$ cat config.mk
export PLATFORM = sky130hd
export DESIGN_NAME = zeroheti_irq_gateway_flat
export DESIGN_NICKNAME = d
export VERILOG_FILES = /design/src/rtl/zeroheti_irq_gateway_pkg.sv /design/src/rtl/zeroheti_irq_gateway_if.sv /design/src/rtl/zeroheti_irq_gateway_line.sv /design/src/rtl/zeroheti_irq_gateway.sv /design/src/flat_wrapper.sv
export SDC_FILE = /design/constraint.sdc
export NUM_CORES = 1
export LEC_CHECK = 0
export ABC_CLOCK_PERIOD_IN_PS = 1400
export BUFFER_PORTS_ARGS = -buffer_cell sky130_fd_sc_hd__buf_2
export CAP_MARGIN = 40
export CORE_MARGIN = 3
export CORE_UTILIZATION = 45
export DETAILED_ROUTE_END_ITERATION = 8
export PLACE_DENSITY = 0.72
export REMOVE_ABC_BUFFERS = 1
export SYNTH_ARGS = -nofsm -noshare
export SYNTH_HDL_FRONTEND = slang
export SYNTH_SLANG_ARGS = --single-unit
$ cat constraint.sdc
create_clock -name clk_i -period 1.4 [get_ports clk_i]
set_input_delay 0.07 -clock clk_i [delete_from_list [all_inputs] [get_ports clk_i]]
set_output_delay 0.07 -clock clk_i [all_outputs]
set_load 0.1 [all_outputs]
$ cat src/rtl/zeroheti_irq_gateway_pkg.sv
// Shared definitions for the zeroheti interrupt path: core configuration and
// per-line trigger mode.
package zeroheti_pkg;

  typedef struct packed {
    int unsigned num_irqs;
    int unsigned prio_bits;
  } core_cfg_t;

  localparam core_cfg_t DefaultCfg = '{num_irqs: 64, prio_bits: 4};

  typedef enum logic [0:0] {
    TRIG_LEVEL = 1'b0,
    TRIG_EDGE  = 1'b1
  } trig_mode_e;

endpackage

$ cat src/rtl/zeroheti_irq_gateway_if.sv
// Bundle between raw interrupt sources / controller ack snoop and the gateway.
// master drives raw lines and the ack pair; slave is the gateway itself.
interface zeroheti_irq_gateway_if #(
  parameter int unsigned NrIrqs   = 64,
  parameter int unsigned IrqWidth = $clog2(NrIrqs)
);
  logic [NrIrqs-1:0]   irqs_raw_i;
  logic [IrqWidth-1:0] irq_id_i;
  logic                irq_ack_i;
  logic [NrIrqs-1:0]   ext_irqs_o;
  logic [NrIrqs-1:0]   irq_lost_o;

  modport master (
    output irqs_raw_i, irq_id_i, irq_ack_i,
    input  ext_irqs_o, irq_lost_o
  );

  modport slave (
    input  irqs_raw_i, irq_id_i, irq_ack_i,
    output ext_irqs_o, irq_lost_o
  );
endinterface

$ cat src/rtl/zeroheti_irq_gateway_line.sv
// One interrupt line: synchroniser, stability filter, and either a level
// pass-through or a rising-edge pending latch cleared by the controller's ack.
module zeroheti_irq_gateway_line #(
  parameter int unsigned SyncStages = 2,
  parameter int unsigned FilterLen  = 4,
  parameter bit          IsEdge     = 1'b0
) (
  input  logic clk_i,
  input  logic rst_ni,
  input  logic raw_i,
  input  logic clr_i,
  output logic req_o,
  output logic lost_o
);

  logic [SyncStages-1:0] sync_q, sync_d;
  logic                  sync_s;
  logic                  filt;

  assign sync_d = {sync_q[SyncStages-2:0], raw_i};
  assign sync_s = sync_q[SyncStages-1];

  always_ff @(posedge clk_i or negedge rst_ni) begin
    if (!rst_ni) begin
      sync_q <= '0;
    end else begin
      sync_q <= sync_d;
    end
  end

  if (FilterLen > 0) begin : g_filt
    localparam int unsigned    CntW   = $clog2(FilterLen + 1);
    localparam logic [CntW-1:0] CntMax = CntW'(FilterLen - 1);

    logic [CntW-1:0] cnt_q, cnt_d;
    logic            filt_q, filt_d;

    // The counter only runs while the synchronised value disagrees with the
    // accepted one, so any agreement restarts the stability window.
    always_comb begin
      cnt_d  = '0;
      filt_d = filt_q;
      if (sync_s != filt_q) begin
        if (cnt_q == CntMax) begin
          filt_d = sync_s;
        end else begin
          cnt_d = cnt_q + CntW'(1);
        end
      end
    end

    always_ff @(posedge clk_i or negedge rst_ni) begin
      if (!rst_ni) begin
        cnt_q  <= '0;
        filt_q <= 1'b0;
      end else begin
        cnt_q  <= cnt_d;
        filt_q <= filt_d;
      end
    end

    assign filt = filt_q;
  end else begin : g_nofilt
    assign filt = sync_s;
  end

  if (IsEdge) begin : g_edge
    logic prev_q, pend_q, lost_q;
    logic prev_d, pend_d, lost_d;
    logic rise;

    // A new edge coinciding with an ack re-arms the line rather than being lost.
    assign rise   = filt & ~prev_q;
    assign prev_d = filt;
    assign pend_d = rise | (pend_q & ~clr_i);
    assign lost_d = rise & pend_q & ~clr_i;

    always_ff @(posedge clk_i or negedge rst_ni) begin
      if (!rst_ni) begin
        prev_q <= 1'b0;
        pend_q <= 1'b0;
        lost_q <= 1'b0;
      end else begin
        prev_q <= prev_d;
        pend_q <= pend_d;
        lost_q <= lost_d;
      end
    end

    assign req_o  = pend_q;
    assign lost_o = lost_q;
  end else begin : g_level
    logic unused_clr;
    assign unused_clr = clr_i;
    assign req_o      = filt;
    assign lost_o     = 1'b0;
  end

endmodule

$ cat src/rtl/zeroheti_irq_gateway.sv
// Conditions raw external interrupts into level requests for the controller;
// edge lines stay pending until the controller acks their ID.
module zeroheti_irq_gateway
  import zeroheti_pkg::*;
#(
  parameter core_cfg_t                     CoreCfg    = DefaultCfg,
  parameter int unsigned                   SyncStages = 2,
  parameter int unsigned                   FilterLen  = 4,
  parameter logic [CoreCfg.num_irqs-1:0]   EdgeMask   = '0
) (
  input  logic                   clk_i,
  input  logic                   rst_ni,
  zeroheti_irq_gateway_if.slave  bus
);

  localparam int unsigned NrIrqs   = CoreCfg.num_irqs;
  localparam int unsigned IrqWidth = $clog2(NrIrqs);

  logic [NrIrqs-1:0] clr;
  logic [NrIrqs-1:0] req;
  logic [NrIrqs-1:0] lost;

  for (genvar i = 0; i < NrIrqs; i++) begin : g_line
    localparam trig_mode_e Mode = EdgeMask[i] ? TRIG_EDGE : TRIG_LEVEL;

    // IDs outside the line range match no line and are dropped here.
    assign clr[i] = bus.irq_ack_i && (bus.irq_id_i == IrqWidth'(i));

    zeroheti_irq_gateway_line #(
      .SyncStages (SyncStages),
      .FilterLen  (FilterLen),
      .IsEdge     (Mode == TRIG_EDGE)
    ) u_line (
      .clk_i  (clk_i),
      .rst_ni (rst_ni),
      .raw_i  (bus.irqs_raw_i[i]),
      .clr_i  (clr[i]),
      .req_o  (req[i]),
      .lost_o (lost[i])
    );
  end

  assign bus.ext_irqs_o = req;
  assign bus.irq_lost_o = lost;

endmodule

$ cat src/flat_wrapper.sv
// flat-port wrapper written by rule: the top's interface ports become plain ports
module zeroheti_irq_gateway_flat import zeroheti_pkg::*;
#(
  parameter core_cfg_t                     CoreCfg    = DefaultCfg,
  parameter int unsigned                   SyncStages = 2,
  parameter int unsigned                   FilterLen  = 4,
  parameter logic [CoreCfg.num_irqs-1:0]   EdgeMask   = '0
)
  (clk_i, rst_ni, bus_irqs_raw_i, bus_irq_id_i, bus_irq_ack_i, bus_ext_irqs_o, bus_irq_lost_o);
  zeroheti_irq_gateway_if bus_i ();
  input  logic clk_i;
  input  logic rst_ni;
  input wire logic [$bits(bus_i.irqs_raw_i)-1:0] bus_irqs_raw_i;
  input wire logic [$bits(bus_i.irq_id_i)-1:0] bus_irq_id_i;
  input wire logic [$bits(bus_i.irq_ack_i)-1:0] bus_irq_ack_i;
  output wire logic [$bits(bus_i.ext_irqs_o)-1:0] bus_ext_irqs_o;
  output wire logic [$bits(bus_i.irq_lost_o)-1:0] bus_irq_lost_o;
  assign bus_i.irqs_raw_i = bus_irqs_raw_i;
  assign bus_i.irq_id_i = bus_irq_id_i;
  assign bus_i.irq_ack_i = bus_irq_ack_i;
  assign bus_ext_irqs_o = bus_i.ext_irqs_o;
  assign bus_irq_lost_o = bus_i.irq_lost_o;
  zeroheti_irq_gateway #(.CoreCfg(CoreCfg), .SyncStages(SyncStages), .FilterLen(FilterLen), .EdgeMask(EdgeMask)) u_core (.clk_i(clk_i), .rst_ni(rst_ni), .bus(bus_i));
endmodule
# After elaboration in Yosys (flattened, before gate mapping)
# Cells that the tools add are included.
[totals] register_bits=384 inputBits=73 output_inout_bits=128 elab_cells=576
[classes] add_sub_neg=64 eq_ne=128 muxes=128 n_reduce_logical=64
[op_table] op="$mux 3" count=128
[op_table] op="$add 3x1->3 const B" count=64
[op_table] op="$eq 3x2->1 const B" count=64
[op_table] op="$reduce_and 2->1" count=64
[op_table] op="$ne 1x1->1" count=64

# Longest topological paths before layout
# Gate-level depths: netlist (run 1).
[depth] word_depth=3 depth_mapped=3 depth_no_buf=3

# Cells and area by module
# A second synthesis (run 1) with hierarchy kept.
[unflattened] cells_unflattened=1053 area_unflattened_um2=15043.2
[by_module_without_submodules] mod="zeroheti_irq_gateway_line" n_inst=64 cells_per_inst=15 area_per_inst_um2=227.7 seq_area_each_um2=150.1
[by_module_without_submodules] mod="zeroheti_irq_gateway" n_inst=1 cells_per_inst=93 area_per_inst_um2=469.2 seq_area_each_um2=0.0

# Worst setup path before layout (run 1)
# Ideal clock, no wire load.
[synth_path] path_kind="reg-to-reg" start="register u_core.g_line[0].u_line.g_filt.cnt_q[0]" end="register u_core.g_line[0].u_line.g_filt.filt_q" setup_time_ps=125 arrival_time_ps=951 required_ps=1275 path_slack_ps=324 stages_incl_launch_ff=4 path_buffers=0 period_less_slack_ps=1076 cell_sequence="dfrtp_1 > ha_1 > nor2b_4 > mux2_2"
[synth_via] elab_chain_cells=2
[synth_rtl] item="from (decl)" line="zeroheti_irq_gateway_line.sv:35" source="logic [CntW-1:0] cnt_q, cnt_d;"
[synth_rtl] item="from (signal assigned)" line="zeroheti_irq_gateway_line.sv:57" source="cnt_q <= cnt_d;"
[synth_rtl] item="$eq 3x2->1" line="zeroheti_irq_gateway_line.sv:44" source="if (cnt_q == CntMax) begin"
[synth_rtl] item="$reduce_and 2->1 (no line)"
[synth_rtl] item="to (signal assigned)" line="zeroheti_irq_gateway_line.sv:58" source="filt_q <= filt_d;"
[synth_rtl] item="to (decl)" line="zeroheti_irq_gateway_line.sv:36" source="logic filt_q, filt_d;"
# Every way passes these cells.
# A chain may end at the register's enable or synchronous reset.

# Final worst setup path (run 1)
[layout_path] start="register u_core.g_line[50].u_line.g_filt.filt_q" end="output port bus_ext_irqs_o[50]"
[layout_rtl] item="from (decl)" line="zeroheti_irq_gateway_line.sv:36"
[layout_rtl] item="from (signal assigned)" line="zeroheti_irq_gateway_line.sv:58"
[layout_rtl] item="to (decl)" line="flat_wrapper.sv:16" source="output wire logic [$bits(bus_i.ext_irqs_o)-1:0] bus_ext_irqs_o;"
# No word-level cell between the ends.

==> results.json, run 1 <==
{
  "cts_tree": "yes",
  "grtUsageTotal_pct": 12.7,
  "die_x_um": 187,
  "finalCritPeriodShare_pct": 95.3,
  "fin_crit_ns": 1.33,
  "wl_um": 21900,
  "p_clk_share_pct": 25.2,
  "place_inst": 1477,
  "power_w": 0.0414,
  "instances_no_fill": 1615,
  "cp_top_family": "flip-flops",
  "final_max_slew_viol_count": 0,
  "intPower_w": 0.0247,
  "synth_seq_cells": 384,
  "drive_gt1_share_pct": 28.9,
  "syn-cell-area_um2": 14800,
  "clk_pin_slew_ns": 0.06,
  "cts_buffers": 40,
  "area_growth_pct": 18.9,
  "final_area_um2": 17600,
  "clockBufferDepth": 3,
  "pre_cts_slack_ns": 0.221,
  "critPathMaxStageDelay_ns": 0.40,
  "setup_viol": 0,
  "grt_antenna_before_repair": 0,
  "root_buffer": "clkbuf_16",
  "fmax_mhz": 750,
  "hp-class": "in2async",
  "wire_per_inst_um": 13.5,
  "antennaDiodeCount": 0,
  "synth_most_common_cell": "dfrtp_1",
  "yosysTopAreaCell": "dfrtp_1",
  "sw_frac_of_total_pct": 40.4,
  "drt_iter0_markers": 140,
  "synth_flop_cell": "dfrtp_1",
  "r2r_slack_ns": 0.19,
  "routed_via_density": 4.52,
  "synth_edf_count": 0,
  "num_vias": 7297,
  "ys_warn_count": 0,
  "core_um2": 32000,
  "status": "complete, no violations",
  "design.portCount": 201,
  "synth_common_cells": "dfrtp_1 (384), buf_4 (128), nor3b_1 (107)",
  "skew_ns": 0.0107,
  "die_area_um2": 35100,
  "first_global_vias": 8007,
  "final.setup.worst_slack_ns": 0.0660,
  "start_kind": "flop",
  "placed_cell_area_um2": 15400,
  "avgSynthCellArea_um2": 15.4,
  "dieHeight_um": 187,
  "worstPathMaxFanout": 3,
  "ys_async_sr_fraction_pct": 100,
  "cts_sinks": 384,
  "synthCells": 961,
  "peakVddDrop_mv": 1.95,
  "first_pass_iters": 4,
  "switchingPower_w": 0.0168,
  "h-tree-depth": 2,
  "cts_setup_buffers": 0,
  "seqPwrFrac_pct": 37.2,
  "synth.area.top_cells": "dfrtp_1 (65%), buf_4 (6.5%), nor2b_4 (6.0%)",
  "max-cap-violations": 0,
  "crit_buf_inv": 1,
  "ys_seq_area_share_pct": 65.0,
  "hpwl_um": 14400,
  "p_comb_share_pct": 37.6,
  "drc_errors": 0,
  "rsz0062_at_grt": "false",
  "grt_max_degree": 52,
  "criticalPathCategory": "reg2out",
  "path_cells": "buf_4",
  "crit_slowest_cell": "dfrtp_1",
  "clock_latency_ns": 0.54,
  "final_util_pct": 55.0,
  "worstPathArrival_ns": 1.26,
  "finalHoldViolCount": 0,
  "start_util_pct": 46.3,
  "end_kind": "output pin",
  "crit_required_ns": 1.33,
  "gp_congestion": 0.663,
  "nNetsFinal": 1286,
  "ys_types": 10,
  "grt-ovfl-total": 0,
  "ant_nets": 0,
  "p_per_area_nw_per_um2": 2360,
  "numPortBuffers": 129,
  "row_count": 65,
  "p_leak_nw": 8.16,
  "yosysTopAreaCellShare_pct": 65.0,
  "grt_pass1_wl_um": 37500
}
-- what timing repair did --
item | in CTS | in global routing
endpoints found under the hold margin | 448 | 0
gates cloned | 0 | 0
hold buffers | 65 | 0
endpoints found under the setup margin | 64 | 2
gates resized for setup | 64 | 2
-- kinds of logic (layout without fill, tap and decap cells) --
| group | after synthesis | in the layout | share of synthesized area, % |
|---|---|---|---|
| flip-flops | 384 | 384 | 65.0 |
| AND/OR/NAND/NOR | 256 | 256 | 14.4 |
| buffers and inverters | 128 | 284 | 6.50 |
| adder cells (fa/ha/maj) | 64 | 64 | 5.41 |
| XOR/XNOR | 64 | 64 | 3.79 |
| multiplexers | 64 | 64 | 4.87 |
| other | 1 | 64 | 0.0254 |
-- routing by layer --
layer,routed length [µm],vias up,part of all wire [%],global-route usage [%]
li1,-,3433,-,-
met1,8900,3668,41,15.0
met2,11000,155,51,22.1
met3,1370,41,6.3,3.79
met4,545,0,2.5,4.57
met5,0,-,0,0
-- registers in the layout, indices dropped and copies added (netlist names) --
register,count
u_core.g_line.u_line.sync_q,128
u_core.g_line.u_line.g_filt.cnt_q,192
u_core.g_line.u_line.req_o,64
-- cell usage in the layout (no fill, tap or decap), drive strengths merged --
master / Yosys / layout
inv: 0 / 3
buf: 128 / 146
dlygate4sd3: 0 / 65
clkbuf: 0 / 57
conb: 1 / 64
mux2: 64 / 64
bufinv: 0 / 1
clkinv: 0 / 11
dfrtp: 384 / 384
nor3: 64 / 64
xnor2: 64 / 64
nor3b: 107 / 107
clkinvlp: 0 / 1
nor2b: 85 / 85
ha: 64 / 64
-- cell type report --
cell class	instances	area [µm²]
repair buffers	211	1640
clock inverters	16	145
clock buffers	57	1190
multi-input cells	512	4460
well taps	435	544
fillers	2502	14400
flip-flops and latches	384	9610
-- power by group through the flow --
stage	sequential [W]	combinational (W)	clock (W)
6_report	0.0154	0.0156	0.0105
5_1_grt	0.0158	0.0167	0.0113
4_1_cts	0.0154	0.0157	0.0108
3_5_place_dp	0.0155	0.0150	0
3_3_place_gp	0.0154	0.0146	0
2_1_floorplan	0.0220	0.00566	0
-- final timing paths --
check                                                         start                                       end  depth (start not counted)
max                                  u_core.g_line[50].u_line.req_o                        bus_ext_irqs_o[50]                          1
min                                                          rst_ni  u_core.g_line[23].u_line.g_filt.cnt_q[0]                          2
max reg2reg                u_core.g_line[23].u_line.g_filt.cnt_q[0]            u_core.g_line[23].u_line.req_o                          3
min reg2reg                      u_core.g_line[46].u_line.sync_q[0]        u_core.g_line[46].u_line.sync_q[1]                          0
max in group asynchronous                                    rst_ni  u_core.g_line[21].u_line.g_filt.cnt_q[2]                          3
min in group clk_i                               bus_irqs_raw_i[37]        u_core.g_line[37].u_line.sync_q[0]                          2
-- through the flow --
stage | hold slack, ns | setup TNS [ns]
2_1_floorplan | -0.226 | -3.57
3_3_place_gp | 0.0245 | 0
3_5_place_dp | 0.0307 | 0
4_1_cts | 0.0201 | 0
5_1_grt | 0.0563 | 0
6_report | 0.0468 | 0
No activity file was read; power rests on OpenSTA's default activity.
==> run 2: changes to the inputs <==
--- a/config.mk
+++ b/config.mk
@@ -10,6 +10,7 @@
 export CAP_MARGIN = 40
 export CORE_MARGIN = 3
 export CORE_UTILIZATION = 45
+export CTS_BUF_LIST = sky130_fd_sc_hd__clkbuf_2 sky130_fd_sc_hd__clkbuf_4 sky130_fd_sc_hd__clkbuf_8
 export DETAILED_ROUTE_END_ITERATION = 8
 export PLACE_DENSITY = 0.72
 export REMOVE_ABC_BUFFERS = 1
==> results.json, run 2 (synthesis results as in run 1) <==
{
  "status": "complete, no violations",
  "wire_per_inst_um": 13.4,
  "start_util_pct": 46.3,
  "worstPathMaxFanout": 3,
  "core_um2": 32000,
  "drive_gt1_share_pct": 31.6,
  "routed_via_density": 4.51,
  "wl_um": 22100,
  "final_max_slew_viol_count": 0,
  "clock_latency_ns": 0.59,
  "worstPathArrival_ns": 1.26,
  "drc_errors": 0,
  "start_kind": "flop",
  "cts_buffers": 60,
  "numPortBuffers": 129,
  "fin_hold_ws_ns": 0.109,
  "first_global_vias": 8181,
  "setup_viol": 0,
  "row_count": 65,
  "max-cap-violations": 0,
  "final_cell_mix": "dfrtp_1 (383), nor3b_1 (107), clkbuf_8 (80), dlygate4sd3_1 (66)",
  "hp-class": "in2reg",
  "clockBufferDepth": 3,
  "crit_buf_inv": 1,
  "antennaDiodeCount": 0,
  "crit_required_ns": 1.33,
  "grt_max_degree": 52,
  "die_x_um": 187,
  "setup_tns_ns": 0,
  "hpwl_um": 14400,
  "final.setup.worst_slack_ns": 0.0744,
  "largest_reg_flops": 192,
  "gp_congestion": 0.663,
  "first_pass_iters": 4,
  "peakVddDrop_mv": 1.90,
  "drt_iter0_markers": 166,
  "pre_cts_slack_ns": 0.221,
  "final_util_pct": 56.2,
  "crit_slowest_cell": "dfrtp_1",
  "die_area_um2": 35100,
  "ant_nets": 0,
  "end_kind": "output pin",
  "clk_pin_slew_ns": 0.06,
  "root_buffer": "clkbuf_8",
  "dieHeight_um": 187,
  "cp_top_family": "flip-flops",
  "regMostFlops": "u_core.g_line.u_line.g_filt.cnt_q",
  "finalHoldViolCount": 0,
  "cts_tree": "yes",
  "skew_ns": 0.0212,
  "num_vias": 7457,
  "area_growth_pct": 21.4,
  "criticalPathCategory": "reg2out",
  "h-tree-depth": 2,
  "p_leak_nw": 8.32,
  "cts_sinks": 384,
  "finalCritPeriodShare_pct": 94.7,
  "critPathMaxStageDelay_ns": 0.41,
  "fmax_mhz": 754,
  "design.portCount": 201,
  "instances_no_fill": 1652,
  "grt_pass1_wl_um": 38300,
  "nNetsFinal": 1307,
  "p_per_area_nw_per_um2": 2350,
  "final_common_cell": "dfrtp_1",
  "fin_crit_ns": 1.33,
  "grtUsageTotal_pct": 13.0,
  "place_inst": 1477,
  "grt_antenna_before_repair": 0,
  "path_cells": "buf_6",
  "cts_setup_buffers": 0,
  "grt-ovfl-total": 0
}
-- run 2: cell types whose count changed in the layout (fill, tap and decap cells not counted), sizes merged --
| cell | delta |
|---|---|
| inv | -2 |
| clkbuf | +41 |
| bufinv | +1 |
| clkinv | -4 |
| dlygate4sd3 | +1 |
-- run 2: metal layers --
layer  global-route usage, %  part of all wire [%]  vias up
met4                    4.83                   2.6        0
met2                    22.6                    51      171
met1                    15.3                    40     3741
met5                       0                     0        -
met3                    3.71                   6.1       47
li1                        -                     -     3498
-- run 2: metrics by stage --
step / area, µm² / total power [W]
floorplan: 14100 / 0.0277
CTS: 17900 / 0.0425
detailed placement: 15400 / 0.0306
global placement: 15400 / 0.0300
global route: 18000 / 0.0446
finish: 18000 / 0.0422
-- run 2: what timing repair did --
action / 4_1_cts / 5_1_grt
gates cloned: 0 / 0
pin swaps: 0 / 0
hold buffers: 66 / 0
endpoints found under the setup margin: 64 / 32
hold endpoints to repair: 448 / 0
gates resized for setup: 132 / 22
-- run 2: layout make-up --
cell class,instances,area [µm²]
sequential,384,9610
multi-input combinational,512,4460
tap,435,544
fill,2467,14000
clock buffer,98,1240
timing repair buffer,212,1980
clock inverter,11,123
-- run 2: final timing paths --
check                                                    startpoint                                       end  slack (ns)  depth (start not counted)
setup / recovery                     u_core.g_line[52].u_line.req_o                        bus_ext_irqs_o[52]        0.07                          1
hold / removal                                    bus_irqs_raw_i[5]         u_core.g_line[5].u_line.sync_q[0]        0.11                          2
setup reg to reg           u_core.g_line[23].u_line.g_filt.cnt_q[0]            u_core.g_line[23].u_line.req_o        0.20                          3
hold reg to reg                  u_core.g_line[53].u_line.sync_q[0]        u_core.g_line[53].u_line.sync_q[1]        0.34                          0
max in group asynchronous                                    rst_ni        u_core.g_line[13].u_line.sync_q[1]        0.18                          4
min in group asynchronous                                    rst_ni  u_core.g_line[23].u_line.g_filt.cnt_q[2]        0.53                          3
-- run 2: worst reg2reg max path, cell delays in order (launching register included) --
cell	delay [ns]
dfrtp_1	0.36
ha_1	0.19
nor2b_4	0.17
mux2_2	0.36
-- run 2: power breakdown --
group	switching (W)	internal, W
Combinational	0.0108	0.00570
Sequential	0.00191	0.0137
Clock	0.00414	0.00595
Total	0.0168	0.0254
==> run 3: changes to the inputs <==
--- a/config.mk
+++ b/config.mk
@@ -5,7 +5,7 @@
 export SDC_FILE = /design/constraint.sdc
 export NUM_CORES = 1
 export LEC_CHECK = 0
-export ABC_CLOCK_PERIOD_IN_PS = 1400
+export ABC_CLOCK_PERIOD_IN_PS = 1500
 export BUFFER_PORTS_ARGS = -buffer_cell sky130_fd_sc_hd__buf_2
 export CAP_MARGIN = 40
 export CORE_MARGIN = 3
==> constraint.sdc (replaced) <==
create_clock -name clk_i -period 1.5 [get_ports clk_i]
set_input_delay 0.075 -clock clk_i [delete_from_list [all_inputs] [get_ports clk_i]]
set_output_delay 0.075 -clock clk_i [all_outputs]
set_load 0.1 [all_outputs]
==> results.json, run 3 (synthesis results as in run 1) <==
{
  "setup_viol": 0,
  "end_kind": "output pin",
  "status": "complete, no violations",
  "peakVddDrop_mv": 1.65,
  "hpwl_um": 14100,
  "r2r-end": "u_core.g_line[5].u_line.req_o",
  "p_comb_share_pct": 37.6,
  "finalCritPeriodShare_pct": 94.1,
  "final_cell_mix": "dfrtp_1 (384), nor3b_1 (107), clkbuf_8 (75), buf_4 (72), dlygate4sd3_1 (65)",
  "grt_antenna_before_repair": 0,
  "final_max_slew_viol_count": 0,
  "max-cap-violations": 0,
  "criticalPathCategory": "reg2out",
  "num_vias": 7435,
  "cts_tree": "yes",
  "drc_errors": 0,
  "holdPathStages": 2,
  "rsz0062_at_grt": "false",
  "finalHoldViolCount": 0,
  "worstPathMaxFanout": 3,
  "cts_buffers": 60,
  "regMostFlops": "u_core.g_line.u_line.g_filt.cnt_q",
  "fin_crit_ns": 1.41,
  "cp_top_family": "flip-flops",
  "cts_sinks": 384,
  "drt_iter0_markers": 205,
  "crit_buf_inv": 1,
  "critPathMaxStageDelay_ns": 0.40,
  "clockBufferDepth": 3,
  "crit_slowest_cell": "dfrtp_1",
  "largest_reg_flops": 192,
  "start_util_pct": 46.3,
  "p_leak_nw": 8.21,
  "area_growth_pct": 19.1,
  "first_global_vias": 8038,
  "hp-class": "in2reg",
  "gp_congestion": 0.673,
  "hold_start": "bus_irqs_raw_i[5]",
  "worstPathArrival_ns": 1.34,
  "wire_per_inst_um": 13.2,
  "routed_via_density": 4.51,
  "row_count": 65,
  "die_x_um": 187,
  "h-tree-depth": 2,
  "whs_endpoint": "u_core.g_line[5].u_line.sync_q[0]",
  "path_cells": "buf_4",
  "fmax_mhz": 709,
  "start_kind": "flop",
  "r2r_start": "u_core.g_line[5].u_line.g_filt.cnt_q[0]",
  "p_clk_share_pct": 25.1,
  "clock_latency_ns": 0.62,
  "setup_tns_ns": 0,
  "clk_pin_slew_ns": 0.06,
  "numPortBuffers": 129,
  "first_pass_iters": 4,
  "intPower_w": 0.0230,
  "dieHeight_um": 187,
  "drive_gt1_share_pct": 31.3,
  "reg2reg_depth": 3,
  "grt_pass1_wl_um": 37500,
  "cts_setup_buffers": 0,
  "skew_ns": 0.0338,
  "die_area_um2": 35100,
  "grtUsageTotal_pct": 12.7,
  "sw_frac_of_total_pct": 40.2,
  "crit_required_ns": 1.42,
  "root_buffer": "clkbuf_8",
  "core_um2": 32000,
  "r2r_slack_ns": 0.32,
  "switchingPower_w": 0.0155,
  "design.portCount": 201,
  "grt-ovfl-total": 0,
  "ant_nets": 0,
  "power_w": 0.0385,
  "final_common_cell": "dfrtp_1",
  "p_per_area_nw_per_um2": 2190,
  "grt_max_degree": 72,
  "seqPwrFrac_pct": 37.2,
  "wl_um": 21700,
  "nNetsFinal": 1302,
  "antennaDiodeCount": 0
}
==> run 3: changes by cell type in the layout (fill, tap and decap cells not counted), sizes merged <==
cell / delta
clkinvlp: -1
dlygate4sd3: -1
clkbuf: -1
buf: -4
bufinv: +2
inv: +1
==> run 3: worst max-delay path by stage <==
stage / from / endpoint / slack (ns) / cells past startpoint
3_5_place_dp: u_core.g_line[21].u_line.g_filt.cnt_q[0] / u_core.g_line[21].u_line.req_o / 0.34 / 3
2_1_floorplan: u_core.g_line[0].u_line.req_o / u_core.g_line[0].u_line.g_filt.cnt_q[1] / 0.06 / 2
4_1_cts: u_core.g_line[5].u_line.req_o / bus_ext_irqs_o[5] / 0.01 / 1
5_1_grt: u_core.g_line[6].u_line.req_o / bus_ext_irqs_o[6] / 0.002 / 1
3_3_place_gp: u_core.g_line[29].u_line.g_filt.cnt_q[0] / u_core.g_line[29].u_line.req_o / 0.37 / 3
6_report: u_core.g_line[54].u_line.req_o / bus_ext_irqs_o[54] / 0.09 / 1
==> run 3: power by group through the flow <==
stage / registers [W] / clock network (W) / logic, W
final: 0.0143 / 0.00968 / 0.0145
after detailed placement: 0.0145 / 0 / 0.0140
after CTS: 0.0144 / 0.0101 / 0.0146
after global placement: 0.0144 / 0 / 0.0137
after global routing: 0.0147 / 0.0106 / 0.0155
after floorplan: 0.0206 / 0 / 0.00529
==> run 3: timing repair <==
item,in CTS,in global routing
resized for setup,64,0
setup endpoints to repair,64,0
endpoints found under the hold margin,448,0
hold buffers,66,0
==> run 3: per-stage QoR <==
step / cells / instance area [µm²] / hold WS, ns / utilization (%) / setup WS [ns]
5_1_grt: 1648 / 17600 / 0.0417 / 55.1 / 0.00246
2_1_floorplan: 896 / 14100 / -0.221 / - / 0.0648
6_report: 1648 / 17600 / 0.0921 / 55.1 / 0.0891
3_3_place_gp: 1472 / 15400 / -0.000490 / 48.2 / 0.374
4_1_cts: 1648 / 17600 / 0.0157 / 55.1 / 0.0122
3_5_place_dp: 1472 / 15400 / 0.00425 / 48.2 / 0.339
==> run 3: area by class of cell <==
type / instances / area (µm²)
repair buffers: 207 / 1630
clock buffers: 97 / 1200
clock inverters: 13 / 178
well taps: 435 / 544
multi-input cells: 512 / 4460
flip-flops and latches: 384 / 9610
fillers: 2533 / 14300
==> run 3: routing by layer <==
| layer | part of all wire, % | wire length (µm) | up-vias | track usage [%] |
|---|---|---|---|---|
| met1 | 41 | 8830 | 3731 | 15.0 |
| li1 | - | - | 3469 | - |
| met3 | 6.4 | 1400 | 59 | 4.12 |
| met2 | 50 | 10800 | 176 | 21.7 |
| met4 | 2.9 | 632 | 0 | 5.09 |
| met5 | 0 | 0 | - | 0 |
